`src/rtl/lsu_mem_ctrl_way0_pkg.sv`:
```
// rtl/lsu_mem_ctrl_way0_pkg.sv - shared types and constants for the way0 memory-access controller
package lsu_mem_ctrl_way0_pkg;

  typedef enum logic [2:0] {
    S_IDLE    = 3'd0,
    S_RD_ADDR = 3'd1,
    S_RD_DATA = 3'd2,
    S_WR_REQ  = 3'd3,
    S_WR_RESP = 3'd4
  } mem_state_t;

  localparam logic [2:0] F3_LB  = 3'b000;
  localparam logic [2:0] F3_LH  = 3'b001;
  localparam logic [2:0] F3_LW  = 3'b010;
  localparam logic [2:0] F3_LD  = 3'b011;
  localparam logic [2:0] F3_LBU = 3'b100;
  localparam logic [2:0] F3_LHU = 3'b101;
  localparam logic [2:0] F3_LWU = 3'b110;

  localparam logic [2:0] WR_DONE = 3'b111;

endpackage

```
`src/rtl/lsu_mem_ctrl_way0_load_align.sv`:
```
// rtl/lsu_mem_ctrl_way0_load_align.sv - shifts an 8-byte read lane by the address offset and extends per funct3
module lsu_mem_ctrl_way0_load_align
  import lsu_mem_ctrl_way0_pkg::*;
#(
  parameter int DATA_W = 64
) (
  input  logic [DATA_W-1:0] rdata_i,
  input  logic [2:0]        offset_i,
  input  logic [2:0]        funct3_i,
  output logic [DATA_W-1:0] data_o
);

  logic [DATA_W-1:0] shifted;

  // Bytes shifted in from above the lane are zero; extension is applied afterwards.
  assign shifted = rdata_i >> {offset_i, 3'b000};

  always_comb begin
    data_o = '0;
    case (funct3_i)
      F3_LB:   data_o = {{(DATA_W-8){shifted[7]}}, shifted[7:0]};
      F3_LH:   data_o = {{(DATA_W-16){shifted[15]}}, shifted[15:0]};
      F3_LW:   data_o = {{(DATA_W-32){shifted[31]}}, shifted[31:0]};
      F3_LD:   data_o = shifted;
      F3_LBU:  data_o = {{(DATA_W-8){1'b0}}, shifted[7:0]};
      F3_LHU:  data_o = {{(DATA_W-16){1'b0}}, shifted[15:0]};
      F3_LWU:  data_o = {{(DATA_W-32){1'b0}}, shifted[31:0]};
      default: data_o = '0;
    endcase
  end

endmodule

```
`src/rtl/lsu_mem_ctrl_way0.sv`:
```
// rtl/lsu_mem_ctrl_way0.sv - way0 load/store bus controller driving valid/ready data RAM transactions
module lsu_mem_ctrl_way0
  import lsu_mem_ctrl_way0_pkg::*;
#(
  parameter int ADDR_W = 32,
  parameter int DATA_W = 64,
  parameter int MASK_W = 4
) (
  input  logic              clk,
  input  logic              reset_n,
  input  logic              req_valid_i,
  input  logic [ADDR_W-1:0] readAddr_i,
  input  logic [ADDR_W-1:0] writeAddr_i,
  input  logic [DATA_W-1:0] writeData_i,
  input  logic [MASK_W-1:0] writeMask_i,
  input  logic [2:0]        funct3_i,
  output logic              mem_arvalid_o,
  output logic [ADDR_W-1:0] mem_araddr_o,
  input  logic              mem_arready_i,
  input  logic              mem_rvalid_i,
  input  logic [DATA_W-1:0] mem_rdata_i,
  output logic              mem_rready_o,
  output logic              mem_awvalid_o,
  output logic [ADDR_W-1:0] mem_awaddr_o,
  input  logic              mem_awready_i,
  output logic              mem_wvalid_o,
  output logic [DATA_W-1:0] mem_wdata_o,
  output logic [MASK_W-1:0] mem_wmask_o,
  input  logic              mem_wready_i,
  input  logic              mem_bvalid_i,
  output logic              mem_bready_o,
  output logic              dataOk_o,
  output logic [DATA_W-1:0] rdData_o,
  output logic [2:0]        writeState_o
);

  mem_state_t        state_q, state_d;
  logic [ADDR_W-1:0] addr_q, addr_d;
  logic [DATA_W-1:0] wdata_q, wdata_d;
  logic [MASK_W-1:0] wmask_q, wmask_d;
  logic [2:0]        funct3_q, funct3_d;
  logic [2:0]        wr_state_q, wr_state_d;
  logic              data_ok_q, data_ok_d;
  logic [DATA_W-1:0] rd_data_q, rd_data_d;
  logic [DATA_W-1:0] load_data;
  logic              can_accept;

  lsu_mem_ctrl_way0_load_align #(.DATA_W(DATA_W)) u_load_align (
    .rdata_i  (mem_rdata_i),
    .offset_i (addr_q[2:0]),
    .funct3_i (funct3_q),
    .data_o   (load_data)
  );

  // The completion cycle still sits in IDLE but must not take a new request.
  assign can_accept = req_valid_i && !data_ok_q && (wr_state_q != WR_DONE);

  always_comb begin
    state_d    = state_q;
    addr_d     = addr_q;
    wdata_d    = wdata_q;
    wmask_d    = wmask_q;
    funct3_d   = funct3_q;
    wr_state_d = wr_state_q;
    data_ok_d  = 1'b0;
    rd_data_d  = rd_data_q;
    case (state_q)
      S_IDLE: begin
        wr_state_d = 3'b000;
        if (can_accept) begin
          if (readAddr_i != '0) begin
            addr_d   = readAddr_i;
            funct3_d = funct3_i;
            state_d  = S_RD_ADDR;
          end else if (writeAddr_i != '0) begin
            addr_d  = writeAddr_i;
            wdata_d = writeData_i;
            wmask_d = writeMask_i;
            state_d = S_WR_REQ;
          end
        end
      end
      S_RD_ADDR: begin
        if (mem_arready_i) state_d = S_RD_DATA;
      end
      S_RD_DATA: begin
        if (mem_rvalid_i) begin
          rd_data_d = load_data;
          data_ok_d = 1'b1;
          state_d   = S_IDLE;
        end
      end
      S_WR_REQ: begin
        // AW and W complete independently; a ready seen after its own handshake is harmless.
        wr_state_d[0] = wr_state_q[0] | mem_awready_i;
        wr_state_d[1] = wr_state_q[1] | mem_wready_i;
        if (wr_state_d[0] && wr_state_d[1]) state_d = S_WR_RESP;
      end
      S_WR_RESP: begin
        if (mem_bvalid_i) begin
          wr_state_d = WR_DONE;
          state_d    = S_IDLE;
        end
      end
      default: state_d = S_IDLE;
    endcase
  end

  always_ff @(posedge clk or negedge reset_n) begin
    if (!reset_n) begin
      state_q    <= S_IDLE;
      addr_q     <= '0;
      wdata_q    <= '0;
      wmask_q    <= '0;
      funct3_q   <= '0;
      wr_state_q <= '0;
      data_ok_q  <= 1'b0;
      rd_data_q  <= '0;
    end else begin
      state_q    <= state_d;
      addr_q     <= addr_d;
      wdata_q    <= wdata_d;
      wmask_q    <= wmask_d;
      funct3_q   <= funct3_d;
      wr_state_q <= wr_state_d;
      data_ok_q  <= data_ok_d;
      rd_data_q  <= rd_data_d;
    end
  end

  assign mem_arvalid_o = (state_q == S_RD_ADDR);
  assign mem_araddr_o  = addr_q;
  assign mem_rready_o  = (state_q == S_RD_DATA);
  assign mem_awvalid_o = (state_q == S_WR_REQ) && !wr_state_q[0];
  assign mem_awaddr_o  = addr_q;
  assign mem_wvalid_o  = (state_q == S_WR_REQ) && !wr_state_q[1];
  assign mem_wdata_o   = wdata_q;
  assign mem_wmask_o   = wmask_q;
  assign mem_bready_o  = (state_q == S_WR_RESP);
  assign dataOk_o      = data_ok_q;
  assign rdData_o      = rd_data_q;
  assign writeState_o  = wr_state_q;

endmodule

```
`config.mk`:
```
export PLATFORM = sky130hd
export DESIGN_NAME = lsu_mem_ctrl_way0
export DESIGN_NICKNAME = d
export VERILOG_FILES = /design/src/rtl/lsu_mem_ctrl_way0_pkg.sv /design/src/rtl/lsu_mem_ctrl_way0_load_align.sv /design/src/rtl/lsu_mem_ctrl_way0.sv
export SDC_FILE = /design/constraint.sdc
export NUM_CORES = 1
export LEC_CHECK = 0
export ABC_AREA = 1
export CELL_PAD_IN_SITES_DETAIL_PLACEMENT = 1
export CELL_PAD_IN_SITES_GLOBAL_PLACEMENT = 1
export CORE_ASPECT_RATIO = 0.5
export CORE_UTILIZATION = 27
export DETAILED_ROUTE_END_ITERATION = 7
export GPL_TIMING_DRIVEN = 0
export PLACE_DENSITY = 0.8
export SYNTH_ARGS = -nofsm -noshare
export SYNTH_HDL_FRONTEND = slang
export SYNTH_HIERARCHICAL = 1
export SYNTH_SLANG_ARGS = --single-unit
```
`constraint.sdc`:
```
create_clock -name clk -period 1.4 [get_ports clk]
set_input_delay 0.21 -clock clk [delete_from_list [all_inputs] [get_ports clk]]
set_output_delay 0.21 -clock clk [all_outputs]
set_load 0.01 [all_outputs]
```
======== Word level (Yosys, flattened, before mapping) ========
Cells that the tools add are included.
Widths: inputs -> output; s select.
operators by class
  $add $sub $neg .......................... 0
  multipliers ............................. 0
  divide/modulo/power cells ............... 0
  $lt $le $gt $ge ......................... 0
  eq/ne operators ......................... 17
  shifts and indexed selects .............. 1
  multiplexer cells ....................... 16
  bitwise gates (word level) .............. 3
  reduce and logical (&&, ||, !) cells .... 22
operator list
  operator            count
  $pmux 64 s7         1
  $mux 32             2
  $reduce_bool 32->1  2
  $shr 64x6->64       1
  $mux 3              8
  $pmux 3 s5          1
  $eq 3x2->1 const B  4
  $eq 3x3->1 const B  4
  $ne 2x2->1 const B  4
  $eq 3x1->1 const B  2
  $logic_not 3->1     2
  $ne 3x3->1 const B  2
  $pmux 2 s3          1
  $reduce_and 2->1    3
  $reduce_and 3->1    2
  $reduce_and 6->1    1
  $logic_and 1x1->1   5
  $reduce_and 4->1    1
  $reduce_bool 2->1   2
  $logic_not 1->1     3
  $reduce_bool 3->1   1
  $mux 1              2
  $ne 2x1->1 const B  1
  $or 1x1->1          2
  2 further kinds     2
storage, ports and cells
  bits in registers ....................... 174
  bits in latches ......................... 0
  RAM bits ................................ 0
  memory bits (read-only) ................. 0
  output and inout port bits .............. 205
  logic and storage cells ................. 68
  memories ................................ 0

======== Longest topological paths before layout ========
Gate-level depths: netlist of the first run.
  depth in word-level cells ............... 5
  gate-level depth with buffers ........... 12

======== By module ========
The synthesis of the first run kept the hierarchy.
by module, submodules not included
  module                        times used  cells an instance  area each (sq um)  seq. area each (sq um)
  lsu_mem_ctrl_way0             1           961                7,693.6            4,354.2
  lsu_mem_ctrl_way0_load_align  1           507                2,434.8            0.0

======== Worst setup path after synthesis of the first run ========
OpenSTA, ideal clock, no wires.
  path kind ............................... reg2reg
  start point ............................. register addr_q[0] (netlist: mem_araddr_o[0])
  end point ............................... register rd_data_q[31] (netlist: rdData_o[31])
  library setup time ...................... 0.117 ns
  arrival ................................. 1.446 ns
  required time ........................... 1.283 ns
  slack ................................... -0.163 ns
  stages on the path, launching flop included .. 12
  path buffers ............................ 3
  clock period less this slack ............ 1.563 ns
  path through ............................ dfrtp_1 > buf_6 > inv_4 > nand2_1 > nand3_1 > nand3_1 > nand3_2 > buf_6 > buf_6 > nand4_1 > nand2_1 > nand2_1
on the way
  longest elaborated chain between the ends .. 2
ends and longest elaborated chain
  element                   RTL line                            RTL
  start: declaration        lsu_mem_ctrl_way0.sv:38             logic [ADDR_W-1:0] addr_q, addr_d;
  start signal: assignment  lsu_mem_ctrl_way0.sv:121            addr_q <= addr_d;
  $shr 64x6->64             lsu_mem_ctrl_way0_load_align.sv:16  assign shifted = rdata_i >> {offset_i, 3'b000};
  $pmux 64 s7               lsu_mem_ctrl_way0_load_align.sv:20  case (funct3_i)
  via load_data[31]         lsu_mem_ctrl_way0.sv:45             logic [DATA_W-1:0] load_data;
  end signal: assignment    lsu_mem_ctrl_way0.sv:127            rd_data_q <= rd_data_d;
  end: declaration          lsu_mem_ctrl_way0.sv:44             logic [DATA_W-1:0] rd_data_q, rd_data_d;
The timed path passes the listed nets, and every way through them passes these cells.
A chain may end at the register's enable or synchronous reset.

======== Worst setup path after layout of the first run ========
  start point ............................. register addr_q[0] (netlist: mem_araddr_o[0])
  end point ............................... register rd_data_q[56] (netlist: rdData_o[56])
The elaborated chain is that of the path after synthesis.

==> results of run 1 <==
-- routing by layer --
layer  track usage [%]  vias up
met2              48.4      462
met4              11.1        4
met1              33.2     6499
li1                  -     5757
met5                 0        -
met3              4.26      156
-- power by group --
group / switching, mW / internal (mW) / leakage (nW)
logic: 12.5 / 10.4 / 9.23
clock network: 2.57 / 2.42 / 0.286
registers: 1.23 / 6.40 / 2.29
total: 16.3 / 19.3 / 11.8
-- per-stage QoR --
step                      total power [mW]  utilization (%)  hold slack, ns  area [um^2]
final                                 35.5             53.6           0.102        19500
after detailed placement              24.0             41.3           0.223        15000
after global routing                  37.1             53.6           0.126        19500
after CTS                             32.0             48.1           0.211        17500
after floorplan                       16.3                -         -0.0856        10300
after global placement                23.7             41.2           0.463        15000
-- layout make-up --
cell class	instances	area, um^2
clock buffer	17	425
timing repair inverter	1	8.76
clock inverter	15	174
inverter	143	554
tap	484	606
antenna	7	17.5
timing repair buffer	550	5990
sequential	174	4370
buffer	116	1200
fill	4259	16900
multi-input combinational	1029	6160
-- cells in the mapped netlist, types with 16 or more instances --
| cell | instances |
|---|---|
| nand2_1 | 615 |
| clkbuf_1 | 23 |
| buf_4 | 40 |
| inv_1 | 137 |
| dfrtp_1 | 174 |
| nand3_1 | 112 |
| o21ai_1 | 49 |
| o21ai_0 | 83 |
| nor2_1 | 65 |
| buf_2 | 38 |
| nand4_1 | 41 |
| buf_6 | 16 |
| a21oi_1 | 23 |
-- worst max-delay path: stages, from the launching register on --
cell and delay [ns]:
dfrtp_2 0.48, buf_12 0.18, inv_6 0.08, nand2_2 0.07, nand3_1 0.17, nand3_2 0.15
nand3_4 0.18, buf_6 0.16, nand4_1 0.16, nand2_1 0.14, nand2_1 0.06
-- worst paths after layout --
path / end / start / slack [ns] / cells past startpoint
worst max-delay path: rdData_o[56]$_DFFE_PN0P_ / mem_araddr_o[0]$_DFFE_PN0P_ / -0.55 / 10
worst min-delay path: mem_araddr_o[14]$_DFFE_PN0P_ / readAddr_i[14] / 0.10 / 5
worst max register to register: rdData_o[56]$_DFFE_PN0P_ / mem_araddr_o[0]$_DFFE_PN0P_ / -0.55 / 10
worst min register to register: rdData_o[42]$_DFFE_PN0P_ / rdData_o[42]$_DFFE_PN0P_ / 0.48 / 2
max in group asynchronous: rdData_o[20]$_DFFE_PN0P_ / reset_n / 0.25 / 3
min in group asynchronous: rdData_o[5]$_DFFE_PN0P_ / reset_n / 0.32 / 2
-- flip-flops by register name (all words and copies together), names as in the netlist --
signal and cells:
mem_wdata_o 64, rdData_o 64, mem_araddr_o 32, mem_wmask_o 4, funct3_q 3, state_q 3
writeState_o 3, dataOk_o 1
-- what timing repair did --
action / 4_1_cts / 5_1_grt
hold buffers: 1 / 0
gates resized for setup: 498 / 518
buffers inserted: 62 / 55
pin swaps: 78 / 129
setup endpoints to repair: 375 / 448
cloned: 22 / 8
hold endpoints to repair: 66 / 0
-- cell families after synthesis --
| logic type | count (synthesis) |
|---|---|
| DFF | 174 |
| AOI/OAI and AO/OA | 175 |
| and+or+nand+nor | 853 |
| buffers and inverters | 266 |
==> results.md, run 1 <==
* Classification of the worst setup path: flip-flop to flip-flop
* Most used flip-flop cell after synthesis: dfrtp_1
* Number of detailed-routing iterations run before antenna repair at 6
* Synthesized-area fraction occupied by adder cells at 0%
* Number of remaining DRC errors at 0
* Power Dens Cells at roughly 1800 mW/mm^2
* Most common library cell in the layout ignoring fill and taps: nand2_1
* Largest net degree at the start of global routing at 109
* Growth of design area from synthesis to finish at 92.6%
* Tmin final at 1.95 ns
* Vertical die dimension at 139 um
* Share of layout cells above drive strength 1 at between 30% and 40%
* Cell Area, Synth at 0.0101 mm^2
* Antenna violations before repair at 9
* Dpl cells at 2364
* Most frequent cells in the layout: 420 x nand2_1, 167 x clkdlybuf4s50_1, 162 x dlymetal6s2s_1, 158 x dfrtp_1, 142 x buf_4
* Final number of setup-violating endpoints at 185
* Reported leakage power at 11.8 nW
* GR Util All Layers at 27.4%
* Result of the run: finished, violations left
* Clock-pin slew of the registers on the worst-case setup and hold paths at 0.08 ns
* Number of warning messages in the yosys log at 6
* Slew Limit Fails at 0
* Proportion of synthesized area in mux cells at 0%
* Routed met3 length at 2610 um
* Effective utilization at floorplan at roughly 28%
* Number of placement rows at between 40 and 50
* Number of clock sinks at 174
* Cell type with the largest total area after synthesis: dfrtp_1
* Synth top area cells: dfrtp_1 43%, nand2_1 23%, nand3_1 5.5%
* Xor-xnor portion of the synthesized cell area at 0%
* Wirelength, routed at 58200 um
* Syn Nets at 1675
* Wire length the detailed router placed on met1 at 22500 um
* Core ar. at 0.0364 mm^2
* Wire length of the first global-routing pass at approximately 79000 um
* Async set-or-reset flop fraction in the synthesized netlist at 100%
* Final global-route overflow total at 0
* Via count of the first global-routing pass at 13.1k
* Main combinational cell family by area after synthesis: simple AND/OR/NAND/NOR gates
* Max-Slew Margin vs Limit at 60.1%
* Cell at the root of the clock tree: clkbuf_16
* Final-stage net count at 2239
* Tightest Pin Transition at 0.599 ns
* Max layer used: met5
* Final Wtd Congestion at between 0.9 and 1
* Floorplan die area at ~0.038 mm^2
* Deepest clock path buffer count at 2
* Max_cap viols at 0
* Via count at roughly 13k
* Mean post-synth cell area at 6.90 um^2
* Endpoint class of the critical path: flip-flop
* Worst IR Drop VDD at 0.893 mV
* Final Hold Viols at 0
* Arrival time at the worst endpoint at 2.30 ns
* Count of flip-flops with a built-in enable after synthesis at 0
* Die boundary width at 276 um
* Simple-gate share of the synthesized area at 34.8%
* Port Buffers at 411
* Yosys cell types at 31
* Average via count per standard cell at a little over 5
* Unrepaired setup endpoints after global routing: yes
* Highest net fanout along the worst path at 8
* I/O pin count at ~410
* Req. time, crit path at 1.75 ns
* Count of nets left with antenna violations after detail routing at 0
* Worst hold-check path type: input port to flip-flop
* Share of the yosys chip area belonging to registers at a little over two fifths
* Area share of the largest cell type after synthesis at 43.0%
* Maximum achievable frequency at 512 MHz
* Met2 layer wire length in the routed design at 30600 um
* Per-cell routed wire length at roughly 23 um
* Level count of the clock H-tree at 4
* Clock buffer count from CTS at 17
* Flip-flop and latch count after synthesis at ~170
* DP Worst Slack at -1.14 ns
* Clock Skew at 0.0168 ns
* Clock latency of the later-clocked register in the worst-skew pair at 0.46 ns
* Number of standard cells after synthesis at 1468
* Final Instance Count excl. Fillers at approximately 2.5k
* Half-perimeter wire length after placement at 37900 um
* Clock tree from TritonCTS: yes
* Crit start category: flip-flop
* Fin Setup TNS at -52.16 ns
* Compound-gate portion of the synthesized area at 9.18%
* Iter 0 DRT Violations at 896
* Worst Setup Slack, final at -0.553 ns
* Violations in the final reports: setup timing
* Share of the clock period used by the worst path at 140%
Power figures use the tool's default switching activity.
==> run 2: changes to the inputs <==
--- a/config.mk
+++ b/config.mk
@@ -6,13 +6,14 @@
 export NUM_CORES = 1
 export LEC_CHECK = 0
 export ABC_AREA = 1
-export CELL_PAD_IN_SITES_DETAIL_PLACEMENT = 1
-export CELL_PAD_IN_SITES_GLOBAL_PLACEMENT = 1
-export CORE_ASPECT_RATIO = 0.5
-export CORE_UTILIZATION = 27
+export CELL_PAD_IN_SITES_DETAIL_PLACEMENT = 0
+export CELL_PAD_IN_SITES_GLOBAL_PLACEMENT = 2
+export CORE_ASPECT_RATIO = 0.6
+export CORE_UTILIZATION = 20
 export DETAILED_ROUTE_END_ITERATION = 7
 export GPL_TIMING_DRIVEN = 0
-export PLACE_DENSITY = 0.8
+export PLACE_DENSITY = 0.79
+export SLEW_MARGIN = 20
 export SYNTH_ARGS = -nofsm -noshare
 export SYNTH_HDL_FRONTEND = slang
 export SYNTH_HIERARCHICAL = 1
==> run 2 against run 1 <==
Net effect: the flow still finishes with violations (setup timing); via count fell by 6.8%; first-iteration DRC count fell by 10%; final cell count rose by 6.7%; critical path type unchanged.
==> results.md, run 2 (synthesis results as in run 1) <==
* Share of the clock period used by the worst path at 129% (-10 points)
* Highest net fanout along the worst path at 7 (-1)
* Growth of design area from synthesis to finish at 89.6%
* Worst Setup Slack, final at -0.412 ns (+0.141 ns)
* Power share of the clock group at 14.5% (+0.5 points)
* Vertical die dimension at 176 um (+27%)
* Busiest grt layer: met2
* Via count at 12.0k (-6.8%)
* Placement Cell Area at 0.0153 mm^2 (+1.6%)
* Crit start category: flip-flop
* Dpl cells at 2531 (+7.1%)
* Final number of setup-violating endpoints at 187 (+1.1%)
* Clock-pin slew of the registers on the worst-case setup and hold paths at 0.09 ns (about the same)
* Reported leakage power at 9.81 nW (-17%)
* Unrepaired setup endpoints after global routing: yes
* Iter 0 DRT Violations at 806 (-10%)
* Final Hold Viols at 0 (unchanged)
* Most frequent cells in the layout: 444 x nand2_1, 202 x clkdlybuf4s50_1, 165 x dfrtp_1, 131 x inv_1, 121 x nand2_2
* Combinational power share at 64.3% (-0.2 points)
* Share of layout cells above drive strength 1 at 34.3% (-1.0 points)
* Internal power of the cells at 19.3 mW (+0.40%)
* Level count of the clock H-tree at 4 (unchanged)
* Clock latency of the later-clocked register in the worst-skew pair at 0.47 ns (about the same)
* Classification of the worst setup path: flip-flop to flip-flop
* Switching component of the power at 16.0 mW (-1.8%)
* Arrival time at the worst endpoint at 2.15 ns (-0.15 ns)
* Power Dens Cells at 1840 mW/mm^2 (+0.96%)
* Slew Limit Fails at 0 (unchanged)
* Count of filler cells inserted in the layout at 5117 (+20%)
* Deepest clock path buffer count at 2 (unchanged)
* Number of clock sinks at 174 (unchanged)
* Per-cell routed wire length at 19.5 um (-15%)
* Die boundary width at 293 um (+6.0%)
* Met3 global-route usage at 5.60% (+1.3 points)
* Routing usage on met1 at 27.5% (-5.7 points)
* Via count of the first global-routing pass at 12.0k (-7.9%)
* Req. time, crit path at 1.74 ns (about the same)
* Number of remaining DRC errors at 0 (unchanged)
* Wire length of the first global-routing pass at 76500 um (-3.5%)
* Final global-route overflow total at 0 (unchanged)
* Fin Setup TNS at -48.02 ns (+4.14 ns)
* Cell area after layout at 0.0192 mm^2 (-1.6%)
* Final-stage net count at 2249 (+0.45%)
* Worst IR Drop VDD at 0.953 mV (+6.7%)
* Clock tree from TritonCTS: yes
* Max-Slew Margin vs Limit at 63.5% (+3.4 points)
* Cell at the root of the clock tree: clkbuf_16
* Count of nets left with antenna violations after detail routing at 0 (unchanged)
* Tightest Pin Transition at 0.548 ns (-0.0516 ns)
* Final Instance Count excl. Fillers at 2706 (+6.7%)
* Tmin final at 1.81 ns (-0.141 ns)
* Switching part of the total at 45.3% (-0.55 points)
* Effective utilization at floorplan at 20.4% (-7.4 points)
* Violations in the final reports: setup timing
* Average via count per standard cell at 4.44 (-13%)
* Antenna violations before repair at 1 (-8)
* I/O pin count at 412 (unchanged)
* Max_cap viols at 0 (unchanged)
* Post-layout utilization of the core at 38.7% (-15 points)
* Clock buffer count from CTS at 17 (unchanged)
* FF/Latch Area at 0.00437 mm^2 (-0.20%)
* Endpoint class of the critical path: flip-flop
* Most common library cell in the layout ignoring fill and taps: nand2_1
* Sequential group share of total power at 21.2% (-0.3 points)
* Worst hold-check path type: input port to async pin
* GR Util All Layers at 19.9% (-7.6 points)
* Largest net degree at the start of global routing at 87 (-20%)
* Met2 demand-to-capacity share in global routing at 31.3% (-17 points)
* Port Buffers at 411 (unchanged)
* Maximum achievable frequency at 552 MHz (+7.8%)
* Half-perimeter wire length after placement at 38700 um (+2.2%)
* Floorplan die area at 0.0516 mm^2 (+35%)
* Multi-input gate area in the final layout at 0.00598 mm^2 (-3.0%)
* Number of detailed-routing iterations run before antenna repair at 5 (-1)
* Clock Skew at 0.0272 ns (+0.0103 ns)
* Final Wtd Congestion at 0.911 (-5.0%)
* Core ar. at 0.0497 mm^2 (+36%)
* Wirelength, routed at 52700 um (-9.5%)
* Number of placement rows at 63 (+29%)
* Result of the run: finished, violations left
run 2: cell types whose count changed in the layout (fill, tap and decap cells not counted), moves of 8 or more:
| cell | before | now |
|---|---|---|
| nand2_4 | 68 | 51 |
| dlymetal6s2s_1 | 162 | 3 |
| buf_4 | 142 | 101 |
| nor2_1 | 46 | 56 |
| buf_6 | 59 | 107 |
| dlygate4sd2_1 | 18 | 67 |
| clkbuf_2 | 16 | 24 |
| clkdlybuf4s15_1 | 16 | 71 |
| nand2_1 | 420 | 444 |
| clkdlybuf4s50_1 | 167 | 202 |
| o21ai_1 | 39 | 50 |
| nor2_2 | 14 | 2 |
run 2: per-stage QoR:
stage / setup slack, ns / power, mW / hold slack (ns)
4_1_cts: -0.358 / 33.0 / 0.115
5_1_grt: -0.478 / 37.4 / 0.125
3_3_place_gp: -8.50 / 24.4 / 0.465
3_5_place_dp: -1.00 / 24.4 / 0.0128
6_report: -0.412 / 35.3 / 0.131
2_1_floorplan: -0.0938 / 16.3 / -0.0856
run 2: path summary, 6_finish.rpt:
path,from,end,slack [ns],cells after the start
setup / recovery,mem_araddr_o[0]$_DFFE_PN0P_,rdData_o[9]$_DFFE_PN0P_,-0.41,11
hold reg to reg,rdData_o[17]$_DFFE_PN0P_,rdData_o[17]$_DFFE_PN0P_,0.48,2
hold / removal,reset_n,mem_araddr_o[7]$_DFFE_PN0P_,0.13,2
max in group asynchronous,reset_n,writeState_o[0]$_DFFE_PN0P_,0.54,3
setup reg to reg,mem_araddr_o[0]$_DFFE_PN0P_,rdData_o[9]$_DFFE_PN0P_,-0.41,11
min in group clk,readAddr_i[27],mem_araddr_o[27]$_DFFE_PN0P_,0.16,5
run 2: power by group through the flow:
| stage | Clock (mW) | Sequential, mW | Combinational [mW] |
|---|---|---|---|
| 3_3_place_gp | 0 | 7.62 | 16.8 |
| 4_1_cts | 5.30 | 7.47 | 20.2 |
| 5_1_grt | 5.49 | 7.67 | 24.2 |
| 3_5_place_dp | 0 | 7.63 | 16.7 |
| 2_1_floorplan | 0 | 7.90 | 8.38 |
| 6_report | 5.13 | 7.48 | 22.7 |
run 2: routing by layer:
layer / vias to the layer above / part of all wire, % / wire length, um
li1: 5783 / - / -
met2: 369 / 46 / 24100
met4: 0 / 0.81 / 427
met3: 27 / 6.9 / 3660
met1: 5829 / 47 / 24500
met5: - / 0 / 0
run 2: worst max-delay path, cell delays in order, from the launching register on:
cell       delay, ns
dfrtp_2         0.46
buf_12          0.17
buf_12          0.15
clkbuf_16       0.16
nand2_1         0.07
o21ai_2         0.09
o21ai_1         0.15
nand2_1         0.15
nand3_1         0.11
nand2_1         0.06
nand2_1         0.08
nand2_1         0.05
run 2: cell type report:
cell class | instances | share of cell area (%)
antenna | 1 | 0.0130
sequential | 174 | 22.7
multi-input combinational | 1031 | 31.1
inverter | 143 | 2.90
timing repair inverter | 1 | 0.0456
timing repair buffer | 571 | 29.8
clock buffer | 17 | 2.22
buffer | 103 | 5.82
clock inverter | 15 | 1.07
tap | 650 | 4.24
run 2: what timing repair did:
action	4_1_cts	5_1_grt
hold buffers	1	0
resized for setup	716	442
gates cloned	20	7
setup buffers	99	54
pin swaps	54	97
setup endpoints to repair	375	271
hold endpoints to repair	174	0
==> patch (flow settings as in run 1) <==
`ADDR_W`: 32 -> 64.
--- a/src/rtl/lsu_mem_ctrl_way0.sv
+++ b/src/rtl/lsu_mem_ctrl_way0.sv
@@ -2,7 +2,7 @@
 module lsu_mem_ctrl_way0
   import lsu_mem_ctrl_way0_pkg::*;
 #(
-  parameter int ADDR_W = 32,
+  parameter int ADDR_W = 64,
   parameter int DATA_W = 64,
   parameter int MASK_W = 4
 ) (
Interface: changed (resized mem_araddr_o, mem_awaddr_o, readAddr_i and writeAddr_i); port bits go from 412 to 540. The function was not compared with the original's and may differ.
==> patch against run 1 <==
The flow finishes with violations (DRC, hold timing, setup timing). Cell count is 20% higher. Final area is 11% higher. Count of clock-buffer cells in the layout is 14 higher. Synthesized area is 20% higher. Worst setup slack better by 0.17 ns. Sequential share of layout area is 1.5 points higher. Power is 19% higher. Combinational power is 15% higher. Sequential cell count is 32 higher. Wire length is 11% higher. First-iteration DRC count is 4.1% higher. Largest cell class unchanged. Highest routed layer is now met4.
==> patch: results (changes against run 1) <==
Outcome
  – Status: complete, but fails checks (unchanged)
  – Failing checks: DRC, hold timing, setup timing (was setup timing)

Routing
  – Routed vias: 14,630 (was 12,878)
  – DRT Pass-1 Iters: 7 (was 6)
  – Residual DRC: 8 (was 0)
  – Routed len/inst: 21.2 um (was 22.9 um)
  – Iter 0 DRT Violations: 933 (was 896)
  – Highest routed layer: met4 (was met5)
  – Met3 WL: 2.34 mm (was 2.61 mm)

Worst setup path
  – Delay-heaviest family, CP: flip-flops (was simple AND/OR/NAND/NOR gates)
  – CP arrival: 1.57 ns (was 2.30 ns)
  – Worst R2R Start: state_q[0] (was mem_araddr_o[0])
  – FF-to-FF End: mem_wdata_o[60] (was rdData_o[56])
  – Critical path endpoint: mem_bready_o (was rdData_o[56])

Clocking
  – Insertion delay to the later sink of the worst-skew pair: 0.54 ns (was 0.46 ns)
  – H-tree depth: 1 (was 4)

Global route
  – Met1 Use GR: 34.4% (was 33.2%)
  – Largest net degree at the start of global routing: 115 (was 109)
  – Initial antenna violation count: 4 (was 9)
  – GRT met2 Usage: 48.8% (was 48.4%)
  – First-pass GRT wire length: 95.8 mm (was 79.2 mm)

Logic synthesis
  – Cells after Synth: 1,760 (was 1,468)
  – Largest cells by area after synthesis: dfrtp_1 (43%), nand2_1 (20%), nand3_1 (6.1%) (was dfrtp_1 (43%), nand2_1 (23%), nand3_1 (5.5%))
  – Post-synth cell types: 30 (was 31)

Power and ir drop
  – Leak: 0.0110 uW (was 0.0118 uW)

STA
  – Final setup TNS: -111.34 ns (was -52.16 ns)
  – Final setup vio count: 430 (was 185)
  – Final hold slack: -0.314 ns (was 0.102 ns)
  – Hold Fails Final Rpt: 92 (was 0)
  – Final WS setup: -0.384 ns (was -0.553 ns)

Placement
  – Post-place instance area: 18,700 um2 (was 15,000 um2)
  – Pre-CTS setup slack: -1.21 ns (was -1.14 ns)

Min path
  – Hold crit path type: in -> async (was in -> reg)

Cells and area
  – Nets@finish: 2,702 (was 2,239)
patch: cell families after synthesis:
family / count (synthesis)
AND/OR/NAND/NOR: 987
buffers and inverters: 348
AO/OA/AOI/OAI: 219
flip-flops: 206
patch: area by class of cell:
type | instances | area, um2
diodes | 4 | 10.0
multi-input cells | 1208 | 6230
inverters | 179 | 692
clock inverters | 8 | 95.1
fillers | 5362 | 22300
plain buffers | 166 | 1540
flip-flops and latches | 206 | 5170
repair buffers | 647 | 6430
well taps | 588 | 736
clock buffers | 31 | 666
patch: power by group:
| group | internal, uW | total, uW | switching [uW] | leakage (uW) |
|---|---|---|---|---|
| logic | 12500 | 26400 | 14000 | 0.00797 |
| clock network | 3680 | 6400 | 2720 | 0.000373 |
| registers | 7840 | 9570 | 1730 | 0.00268 |
| total | 24000 | 42400 | 18400 | 0.0110 |
patch: timing repair:
action                     4_1_cts  5_1_grt
setup endpoints to repair      474      441
setup buffers                   69       18
cloned                          17        9
hold endpoints to repair        92       92
pin swaps                       51       42
gates resized for setup        553      188
